`src/rtl/fa.sv`:
```
// Single-bit full adder cell.
module fa (
    input  logic a,
    input  logic b,
    input  logic ci,
    output logic s,
    output logic co
);

    assign s  = a ^ b ^ ci;
    assign co = (a & b) | (ci & (a ^ b));

endmodule

```
`src/rtl/serial_adder.sv`:
```
// Bit-serial adder: one fa cell, one operand bit per cycle, N+1 bit result.
// valid/ready on both sides; one operation in flight at a time.
module serial_adder #(
    parameter int N = 8
) (
    input  logic         clock,
    input  logic         clear,
    input  logic         in_valid,
    output logic         in_ready,
    input  logic [N-1:0] a,
    input  logic [N-1:0] b,
    input  logic         ci,
    output logic         out_valid,
    input  logic         out_ready,
    output logic [N:0]   sum
);

    localparam int CW = $clog2(N) + 1;
    localparam logic [CW-1:0] LAST = CW'(N - 1);

    typedef enum logic [1:0] {
        IDLE = 2'd0,
        BUSY = 2'd1,
        DONE = 2'd2
    } state_t;

    state_t        state;
    logic [N-1:0]  sa;
    logic [N-1:0]  sb;
    logic [N-1:0]  res;
    logic [N-1:0]  res_next;
    logic          carry;
    logic [CW-1:0] count;
    logic          s;
    logic          co;

    fa the_fa (
        .a  (sa[0]),
        .b  (sb[0]),
        .ci (carry),
        .s  (s),
        .co (co)
    );

    // Result bits enter at the MSB so the LSB lands at bit 0 after N shifts.
    generate
        if (N == 1) begin : g_one
            assign res_next = s;
        end else begin : g_wide
            assign res_next = {s, res[N-1:1]};
        end
    endgenerate

    always_ff @(posedge clock) begin
        if (clear) begin
            state <= IDLE;
            sum   <= '0;
            carry <= 1'b0;
            count <= '0;
        end else begin
            unique case (state)
                IDLE: begin
                    if (in_valid) begin
                        sa    <= a;
                        sb    <= b;
                        carry <= ci;
                        count <= '0;
                        state <= BUSY;
                    end
                end
                BUSY: begin
                    res   <= res_next;
                    sa    <= sa >> 1;
                    sb    <= sb >> 1;
                    carry <= co;
                    count <= count + 1'b1;
                    if (count == LAST) begin
                        sum   <= {co, res_next};
                        state <= DONE;
                    end
                end
                DONE: begin
                    if (out_ready) state <= IDLE;
                end
                default: state <= IDLE;
            endcase
        end
    end

    assign in_ready  = (state == IDLE) && !clear;
    assign out_valid = (state == DONE);

endmodule

```
`config.mk`:
```
export PLATFORM = sky130hd
export DESIGN_NAME = serial_adder
export DESIGN_NICKNAME = d
export VERILOG_FILES = /design/src/rtl/fa.sv /design/src/rtl/serial_adder.sv
export SDC_FILE = /design/constraint.sdc
export NUM_CORES = 1
export LEC_CHECK = 0
export CAP_MARGIN = 20
export CORE_MARGIN = 5
export CORE_UTILIZATION = 45
export CTS_BUF_LIST = sky130_fd_sc_hd__clkbuf_8
export DETAILED_ROUTE_END_ITERATION = 16
export GPL_ROUTABILITY_DRIVEN = 0
export HOLD_SLACK_MARGIN = 0.08
export PLACE_DENSITY = 0.73
export SYNTH_ARGS = -nofsm -noshare
export SYNTH_HDL_FRONTEND = slang
export SYNTH_SLANG_ARGS = --single-unit
```
`constraint.sdc`:
```
create_clock -name clock -period 1.8 [get_ports clock]
set_clock_uncertainty 0.2 [all_clocks]
set_input_delay 0.36 -clock clock [delete_from_list [all_inputs] [get_ports clock]]
set_output_delay 0.36 -clock clock [all_outputs]
set_load 0.005 [all_outputs]
```
* Yosys cells after proc, flatten, opt, wreduce, memory -nomap -nowiden
Index checks and enable logic that the tools add are counted.
** Storage, ports and cells
- Logic and storage cells :: 41
- Bits in registers :: 40
- Output and inout port bits :: 11
** Operators by class
- Multiplexer cells :: 12
- $add $sub $neg :: 1
- Bitwise logic cells :: 6
- Equal/unequal tests :: 6
- Reductions and logical operators :: 9
** Operators by type and width (count)
- $pmux 8 s2 :: 2
- $mux 8 :: 2
- $pmux 4 s2 :: 1
- $mux 2 :: 3
- $pmux 2 s3 :: 1
- $reduce_and 2->1 :: 3
- $reduce_and 3->1 :: 2
- $add 4x1->4 const B :: 1
- $eq 4x3->1 const B :: 1
- $mux 4 :: 1
- $ne 2x2->1 const B :: 2
- $and 1x1->1 :: 2
- $eq 2x1->1 const B :: 1
- $eq 2x2->1 const B :: 1
- $logic_not 2->1 :: 1
- $ne 2x1->1 const B :: 1
- $pmux 1 s2 :: 1
- $reduce_bool 2->1 :: 1
- $xor 1x1->1 :: 2
- $logic_and 1x1->1 :: 1
- $logic_not 1->1 :: 1
- $mux 1 :: 1
- $not 1->1 :: 1
- $or 1x1->1 :: 1

* Longest topological paths before layout
- Depth in word-level cells :: 4
- Depth in mapped cells :: 6

* Hierarchy
A second synthesis with hierarchy kept.
** Second synthesis, totals
- Cell total of the unflattened synthesis :: 149
- Area, all modules :: 1667.8 µm²
** Modules (own cells, without submodules)
- serial_adder :: cells an instance 148, area each 1647.8 µm², instances 1
- fa :: cells an instance 1, area each 20.0 µm², instances 1

* Worst setup path after synthesis
OpenSTA, ideal clock, no wires.
- Path type :: input-to-reg
- Start :: in clear
- End :: reg sa[0] (enable)
- Path slack :: -0.195 ns
- Setup time :: 0.389 ns
- Data required time :: 1.211 ns
- Stages :: 3
- Arrival :: 1.406 ns
- Path through :: clkbuf_1 > buf_2 > nor2_1
** On the way
- Longest elaborated chain between the ends :: 2
** Ends and longest elaborated chain
- start: declaration :: RTL line serial_adder.sv:7 : input logic clear,
- $not 1->1 (no source line)
- $reduce_and 3->1 (no source line)
- end signal: assignment :: RTL line serial_adder.sv:73 : sa <= sa >> 1;
- end: declaration :: RTL line serial_adder.sv:28 : logic [N-1:0] sa;
Every way passes these cells.
A chain may end at the register's enable or synchronous reset.

* Final worst setup path
- Start :: reg sum[6]
- End :: out sum[6]
** RTL lines
- start: declaration :: RTL line serial_adder.sv:15 : output logic [N:0] sum
- start signal: assignment :: RTL line serial_adder.sv:78 : sum <= {co, res_next};
No word-level cell between the ends.

==> out/qor.txt <==
Setup WS pre-CTS - -0.266 ns
Area delta synth->final - 30.5%
Core footprint - 3630 µm²
CTS tree - built
CTS Buf Count - 5
Cell count along the critical path - 1
Max_cap viols - 0
Main area contributors after synthesis - edfxtp_1 41%, dfxtp_1 19%, nand2_1 9.9%
Top-Level Pins - 32
Mapped Area - 1670 µm²
Overflow after GRT - 0
Post-route core utilization - 59.9%
Non-Filler Instances - 236
Total track usage - 12.5%
Routed Wire Length - 2880 µm
Flop pwr share - 57.5%
Yosys top cell by area - edfxtp_1
CP max stage delay - 0.51 ns
Hold Crit Class - in -> reg
Via-to-Cell Ratio - 4.78
Sw Ratio - 20.8%
Post-CTS Hold Buffers - 0
Reg clk slew, reported paths - 0.07 ns
WS Path Type - reg -> out
Seq cells post-synth - 39
Starting Density - 45.9%
Vias - 1128
Critical Path Source Type - flip-flop
FF-to-FF path depth - 4
First-pass GRT wire length - 5080 µm
Nets - 210
Antenna Nets Post-Route - 0
H-tree depth - 2
CP Max Fanout - 2
RSZ-0062 raised after global routing - no
Syn_area_per_cell - 11.2 µm²
Detailed Place HPWL - 2140 µm
Hold Path Sink - state[1]
EDFF count, synth - 23
Root buf cell - clkbuf_8
Pwr dens - 808 nW/µm²
DR WL/cell - 12.2 µm
Final max-slew violation count - 0
Leakage - 0.861 nW
Worst hold path stage count - 2
CTS Buffer Depth - 2
CP bufs+invs - 1
Clk network pwr share - 32.6%
Input/output buffers - 31
Critical path arrival - 1.12 ns
Slew margin rel. - 83.8%
Yosys cell types - 28
Synth cell count leaders - 44 x nand2_1, 23 x edfxtp_1, 19 x nand2b_1
Fin area - 2180 µm²
Worst-Margin Slew - 0.242 ns
Die X - 70.9 µm
Cell count after placement - 227
Number of global-route vias before repair - 1244
Top_reg_cell synth - edfxtp_1
Pin count of the biggest net entering global routing - 26
Combinational Power Share - 9.9%
Share of layout cells above drive strength 1 - 13.3%
Syn Nets - 172
Starting DRC count in detailed routing - 29
1st-pass router iterations - 4
Initial antenna violation count - 0
Die Height - 70.9 µm
# DRC - 0
Period minus WS final - 1.68 ns
Reg-to-reg critical path endpoint - sum[6]
Synth top area share - 41.4%
CP Capture Type - primary output
Final period util - 93.5%
Worst r2r src - count[0]
Delay-heaviest family, CP - buffers and inverters
Final hold vios - 0
FMAX - 0.594 GHz
Worst R2R Setup Slack - 0.23 ns
Skew-Pair Late Insertion Delay - 0.28 ns
NetSw - 0.366 mW
Critical Path RT - 1.24 ns
Synth warn - 0
Clock Sinks - 39
Most numerous cell in the Yosys netlist - nand2_1
Final setup fails - 0
Row count - 22
CP Cell Sequence - clkdlybuf4s50_1
Hold slack - 0.218 ns
Sequential area share after synthesis - 60.6%
Mapped Cells - 149
Status - finished, final reports clean
Final setup margin - 0.118 ns
Antenna diodes - 0
Die footprint - 5020 µm²
Internal power - 1.39 mW
Worst hold start - clear
CP max-delay cell - clkdlybuf4s50_1
Synth async-reset ratio - 0%
Max VDD drop - 548 µV
Placed cell area - 2070 µm²
cell type report:
cell class	count	area, µm²
Fill cell	323	1460
Sequential cell	39	1010
Multi-Input combinational cell	102	616
Timing Repair Buffer	39	395
Clock buffer	6	82.6
Tap cell	48	60.1
Clock inverter	2	8.76
kinds of logic (layout without fill, tap and decap cells):
kind of cell	after synthesis	after routing	synth area share, %
muxes	9	9	5.40
AOI/OAI and AO/OA	10	10	4.88
and+or+nand+nor	81	81	24.4
buffers and inverters	8	47	2.78
DFF	39	39	60.6
adders and majority gates	2	2	1.95
metal layers:
metal	vias to the layer above	part of all wire (%)	GRT usage [%]
met2	28	52	24.2
met3	5	4.1	3.69
met1	524	42	12.9
met5	-	0	0
li1	571	-	-
met4	0	1.4	3.13
how the worst max path moves through the flow:
| stage | start | endpoint | slack, ns |
|---|---|---|---|
| 2_1_floorplan | state[1] | res[1] | 0.03 |
| 3_3_place_gp | clear | in_ready | -0.28 |
| 3_5_place_dp | clear | in_ready | -0.27 |
| 4_1_cts | clear | in_ready | -0.0005 |
| 5_1_grt | sum[4] | sum[4] | 0.06 |
| 6_report | sum[6] | sum[6] | 0.12 |
cells in the final DEF, fill, tap and decap left out, drive strengths merged, types with 6 or more instances in the layout:
cell | netlist | layout
nand2 | 44 | 44
mux2i | 9 | 9
buf | 6 | 8
clkdlybuf4s50 | 0 | 28
edfxtp | 23 | 23
clkbuf | 2 | 6
dfxtp | 16 | 16
nor2 | 6 | 6
nand2b | 19 | 19
metrics by stage:
step / setup TNS, ns / power [mW]
2_1_floorplan: 0 / 1.12
3_3_place_gp: -1.69 / 1.20
3_5_place_dp: -2.09 / 1.21
4_1_cts: -0.000471 / 1.79
5_1_grt: 0 / 1.84
6_report: 0 / 1.76
registers in the layout (all words and copies together), names as in the netlist:
signal and cells:
state 2, sa 8, res 7, sum 9
sb 8, carry 1, count 4
power by group through the flow:
stage / registers, mW / clock network [mW] / logic [mW]
2_1_floorplan: 1.03 / 0 / 0.0947
3_3_place_gp: 1.03 / 0 / 0.172
3_5_place_dp: 1.03 / 0 / 0.178
4_1_cts: 1.01 / 0.600 / 0.178
5_1_grt: 1.01 / 0.632 / 0.196
6_report: 1.01 / 0.573 / 0.174
what timing repair did:
action	4_1_cts	5_1_grt
pin swaps	0	0
gates resized for setup	5	1
setup buffers	1	0
endpoints found under the setup margin	2	1
gates cloned	0	0
Note: power is estimated with default switching activity, not from simulation.
